`src/rtl/demux_registrado.sv`:
```
// -----------------------------------------------------------------------------
// demux_registrado
//
// Registered 1-to-2 demultiplexer with valid/ready handshakes. Each upstream
// word is routed by `sel` into one of two single-entry output registers. A
// channel can take a new word when it is empty or when its consumer is
// draining it in the same cycle, so a channel with a ready consumer sustains
// one word per cycle. A stalled channel never blocks traffic to the other
// channel. Each channel also counts the words it has accepted since reset,
// modulo 256.
//
// Ports
//   clk              : clock, all state updates on the rising edge
//   reset            : synchronous active-high reset
//   entrada          : upstream data word (ANCHO bits)
//   entrada_valida   : upstream word present
//   sel              : destination channel for the current word (0 or 1)
//   entrada_lista    : the block accepts the word this cycle (combinational)
//   salida_k         : channel k registered data (k = 0, 1)
//   salida_k_valida  : channel k holds a word
//   salida_k_lista   : channel k consumer takes the word this cycle
//   cuenta_k         : words accepted into channel k since reset (wraps)
// -----------------------------------------------------------------------------
module demux_registrado #(
  parameter int ANCHO = 11
) (
  input  logic             clk,
  input  logic             reset,
  input  logic [ANCHO-1:0] entrada,
  input  logic             entrada_valida,
  input  logic             sel,
  output logic             entrada_lista,
  output logic [ANCHO-1:0] salida_0,
  output logic             salida_0_valida,
  input  logic             salida_0_lista,
  output logic [ANCHO-1:0] salida_1,
  output logic             salida_1_valida,
  input  logic             salida_1_lista,
  output logic [7:0]       cuenta_0,
  output logic [7:0]       cuenta_1
);

  // Per-channel state, indexed by channel number.
  logic [ANCHO-1:0] datos_reg  [2];
  logic             valida_reg [2];
  logic [7:0]       cuenta_reg [2];

  // Per-channel handshake views.
  logic [1:0] lista_ch;
  logic [1:0] libre;
  logic [1:0] acepta;

  assign lista_ch = {salida_1_lista, salida_0_lista};

  // Ready only depends on the addressed channel and reset, never on
  // entrada_valida, so upstream may look at it before presenting a word.
  assign entrada_lista = ~reset & (sel ? libre[1] : libre[0]);

  generate
    for (genvar gi = 0; gi < 2; gi++) begin : g_canal
      localparam logic CANAL = 1'(gi);

      // A channel is free when empty or when its word leaves this cycle;
      // the latter lets accept and drain overlap without a bubble.
      assign libre[gi]  = ~valida_reg[gi] | lista_ch[gi];
      assign acepta[gi] = entrada_valida & entrada_lista & (sel == CANAL);

      always_ff @(posedge clk) begin
        if (reset) begin
          datos_reg[gi]  <= '0;
          valida_reg[gi] <= 1'b0;
          cuenta_reg[gi] <= '0;
        end else if (acepta[gi]) begin
          // New word wins over a simultaneous drain: the register is
          // refilled and the valid flag stays high.
          datos_reg[gi]  <= entrada;
          valida_reg[gi] <= 1'b1;
          cuenta_reg[gi] <= cuenta_reg[gi] + 8'd1;
        end else if (lista_ch[gi]) begin
          // Drain; data keeps its last value. With valid already low
          // this is a no-op.
          valida_reg[gi] <= 1'b0;
        end
      end
    end
  endgenerate

  assign salida_0        = datos_reg[0];
  assign salida_0_valida = valida_reg[0];
  assign cuenta_0        = cuenta_reg[0];
  assign salida_1        = datos_reg[1];
  assign salida_1_valida = valida_reg[1];
  assign cuenta_1        = cuenta_reg[1];

endmodule

```
`config.mk`:
```
export PLATFORM = sky130hd
export DESIGN_NAME = demux_registrado
export DESIGN_NICKNAME = d
export VERILOG_FILES = /design/src/rtl/demux_registrado.sv
export SDC_FILE = /design/constraint.sdc
export NUM_CORES = 1
export LEC_CHECK = 0
export CORE_MARGIN = 4
export CORE_UTILIZATION = 51
export CTS_BUF_LIST = sky130_fd_sc_hd__clkbuf_4
export DETAILED_ROUTE_END_ITERATION = 7
export GPL_TIMING_DRIVEN = 0
export PLACE_DENSITY = 0.88
export REMOVE_ABC_BUFFERS = 1
export SLEW_MARGIN = 20
export SYNTH_ARGS = -nofsm -noshare
export SYNTH_HDL_FRONTEND = slang
export SYNTH_SLANG_ARGS = --single-unit
```
`constraint.sdc`:
```
create_clock -name clk -period 3.5 [get_ports clk]
set_clock_uncertainty 0.05 [all_clocks]
set_input_delay 0.7 -clock clk [delete_from_list [all_inputs] [get_ports clk]]
set_output_delay 0.7 -clock clk [all_outputs]
set_load 0.01 [all_outputs]
```
==> results.tsv, run 1 <==
stage	metric	value	unit
timing	Slew Limit Fails	0	
timing	min Tclk post-route	3.20	ns
clock_tree	postcts setup bufs	0	
logic_synthesis	#FFs+latches synth	40	
worst_hold_path	Hold Crit Depth	1	
logic_synthesis	top_reg_cell synth	edfxtp_1	
routing	Via Count	1259	
placement	dpl hpwl	2690	um
routing	Avg WL per Cell	15.8	um
placement	Placed Cells incl. Taps	225	
logic_synthesis	Async SR Flop Fraction	0	%
floorplan	num rows	20	
clock_tree	CTS tree	built	
grt	GR Util All Layers	18.3	%
critical_path	crit-path leading delay family	buffers and inverters	
final_layout	ratio of cells with drive above 1 in the final layout	6.35	%
placement	routability cong.	0.752	
critical_path	Worst path max stage delay	0.58	ns
timing	RSZ-0062 raised after global routing	false	
clock_tree	Hold Buf Count CTS	0	
pwr	VDD IR max	262	uV
final_layout	area occupied by multi-input gates	504	sq um
floorplan	Initial Utilization	55.4	%
worst_hold_path	Hold Crit Start	cuenta_reg[1][0]$_SDFFCE_PN0P_	
critical_path	CP most frequent cell	clkdlybuf4s50_1	
timing	# setup viols final	0	
clock_tree	CTS Root Cell	clkbuf_4	
logic_synthesis	count of warnings emitted by yosys	0	
floorplan	Ports	58	
critical_path	reg2reg setup slack	1.29	ns
clock_tree	H-tree depth	2	
routing	Final ANT Viol Nets	0	
logic_synthesis	Seq/Total Area, Yosys	68.8	%
critical_path	WP data arrival	2.45	ns
grt	total gr overflow	0	
timing	worst-margin pin slew	0.901	ns
floorplan	Die Area	0.00442	sq mm
status	status	completed	
worst_hold_path	HP Class	reg2reg	
logic_synthesis	Syn Inst Count	128	
final_layout	final core occ	75.9	%
timing	Fin Setup TNS	0	ns
final_layout	commonest non-fill, non-tap cell in the layout	clkdlybuf4s50_1	
routing	drt initial violations	58	
timing	Hold Vio Cnt, Final	0	
final_layout	# fillers	217	
clock_tree	CTS resizes	0	
final_layout	number of antenna diodes	0	
clock_tree	clk buf depth	2	
critical_path	r2r startpoint	valida_reg[1]$_SDFFCE_PN0P_	
grt	first-pass GRT wire length	6060	um
logic_synthesis	Post-synth EDFFs	40	
timing	Tcrit/Tclk final	91.4	%
final_layout	Layout Nets	207	
critical_path	CP Buf/Inv Count	2	
critical_path	RR Endpoint	cuenta_reg[1][6]$_SDFFCE_PN0P_	
routing	final wirelength	3680	um
routing	via/cell ratio	5.40	
critical_path	worst-path cell chain	clkdlybuf4s50_1 > nand2b_1 > nor2_1 > a211oi_1 > clkdlybuf4s50_1	
logic_synthesis	syn_area_per_cell	13.6	sq um
placement	IO Port Bufs	57	
routing	DRT Pass-1 Iters	4	
pwr	leakage power	0.000890	uW
final_layout	Sequential cell area	0.00120	sq mm
floorplan	die width	66.5	um
critical_path	Worst Path Class, Setup	in2out	
critical_path	worst path required time	2.75	ns
final_layout	layout overhead on the synthesized area	37.0	%
routing	DRC viols	0	
logic_synthesis	synthesized area	0.00175	sq mm
critical_path	critical path's slowest cell	clkdlybuf4s50_1	
grt	initial antenna violation count	0	
final_layout	Non-Filler Instances	233	
job	max-cap viol count	0	
worst_hold_path	Worst Hold Endpoint	cuenta_reg[1][0]$_SDFFCE_PN0P_	
timing	Rel. slew slack	39.9	%
floorplan	die height	66.5	um
clock_tree	CTS sink cnt	40	
critical_path	crit end category	primary output	
grt	number of global-route vias before repair	1253	
floorplan	core area	0.00315	sq mm
clock_tree	clock insertion delay at the later pin of the skew report	0.34	ns
clock_tree	total CTS buffers	5	
logic_synthesis	Unique masters post-synth	25	
grt	largest net degree at the start of global routing	20	
critical_path	Setup crit start kind	input pin	
pwr	pwr dens	389	mW/mm^2
timing	fmax	313	MHz
critical_path	worst reg-to-reg path cell count	3	
final_layout	commonest cells after routing, fill and taps aside	clkdlybuf4s50_1 (57), edfxtp_1 (40), and2_1 (12), and3_1 (12), nor2_1 (9)	
final_layout	Largest register FFs	22	
clock_tree	clk slew on worst S/H paths	0.11	ns
critical_path	Crit Path Max Fanout	14	
==> metal layers <==
layer / track usage [%] / vias to the layer above / wire, um
li1: - / 596 / -
met1: 21.5 / 607 / 1440
met4: 5.33 / 0 / 40
met3: 7.08 / 6 / 348
met5: 0 / - / 0
met2: 31.0 / 50 / 1850
==> logic make-up (layout without fill, tap and decap cells) <==
kind of cell             after synthesis  after routing  synth area share, %
buffers and inverters                  7             68                 2.36
AND/OR/NAND/NOR                       60             60                 20.6
flip-flops                            40             40                 68.8
XOR/XNOR                               6              6                 3.01
adder cells (fa/ha/maj)                2              2                 1.43
AO/OA/AOI/OAI                         13             13                 3.87
==> layout make-up <==
cell class	instances	area share [%]
Sequential cell	40	50.2
Timing Repair Buffer	57	23.8
Multi-Input combinational cell	81	21.1
Tap cell	44	2.30
Clock buffer	5	1.57
Clock inverter	3	0.575
Inverter	3	0.470
==> report_power, final <==
part	leakage [uW]	internal [uW]	switching [uW]
clock	0.0000324	73.8	147
combinational	0.000436	74.3	58.1
sequential	0.000421	558	19.1
==> metrics by stage <==
step | hold slack [ns] | setup slack [ns] | total power [uW] | area, sq um
2_1_floorplan | 0.616 | 1.30 | 632 | 1720
3_3_place_gp | 0.573 | 0.375 | 717 | 2340
3_5_place_dp | 0.600 | 0.298 | 721 | 2340
4_1_cts | 0.620 | 0.321 | 933 | 2390
5_1_grt | 0.650 | 0.218 | 968 | 2390
6_report | 0.613 | 0.302 | 931 | 2390
==> worst max-delay path by stage <==
| stage | startpoint | endpoint | slack, ns | cells past startpoint |
|---|---|---|---|---|
| 2_1_floorplan | sel | cuenta_reg[0][0]$_SDFFCE_PN0P_ | 1.30 | 3 |
| 3_3_place_gp | salida_0_lista | entrada_lista | 0.38 | 5 |
| 3_5_place_dp | reset | datos_reg[0][2]$_SDFFCE_PN0P_ | 0.30 | 4 |
| 4_1_cts | salida_0_lista | entrada_lista | 0.32 | 5 |
| 5_1_grt | salida_0_lista | entrada_lista | 0.22 | 5 |
| 6_report | salida_0_lista | entrada_lista | 0.30 | 5 |
==> synthesized netlist by cell type, types with 3 or more instances <==
cell type  number  area (sq um)
o21ai_0         6          30.0
nor2_1          9          33.8
nand2_1         3          11.3
nand2b_1        3          18.8
xor2_1          4          35.0
a21oi_1         6          30.0
and2_1         12          75.1
and3_1         12          75.1
nand3_1         6          30.0
or3_1           8          50.1
edfxtp_1       40          1200
==> worst reg2reg max path: stages, from the launching register on <==
cell and delay, ns:
edfxtp_1 0.41, nor2b_1 0.15, nand4bb_1 0.43, nand2b_1 0.80
(Power assumes the default switching activity.)
==> run 2, diff against run 1 <==
--- a/config.mk
+++ b/config.mk
@@ -5,6 +5,7 @@
 export SDC_FILE = /design/constraint.sdc
 export NUM_CORES = 1
 export LEC_CHECK = 0
+export CAP_MARGIN = 20
 export CORE_MARGIN = 4
 export CORE_UTILIZATION = 51
 export CTS_BUF_LIST = sky130_fd_sc_hd__clkbuf_4
==> results of run 2 <==
The final DEF is identical to that of run 1; final timing and power are the same.
==> run 3, diff against run 2 <==
--- a/config.mk
+++ b/config.mk
@@ -10,6 +10,7 @@
 export CORE_UTILIZATION = 51
 export CTS_BUF_LIST = sky130_fd_sc_hd__clkbuf_4
 export DETAILED_ROUTE_END_ITERATION = 7
+export GPL_ROUTABILITY_DRIVEN = 0
 export GPL_TIMING_DRIVEN = 0
 export PLACE_DENSITY = 0.88
 export REMOVE_ABC_BUFFERS = 1
==> results of run 3 <==
The final DEF is identical to that of run 1; final timing and power are the same.
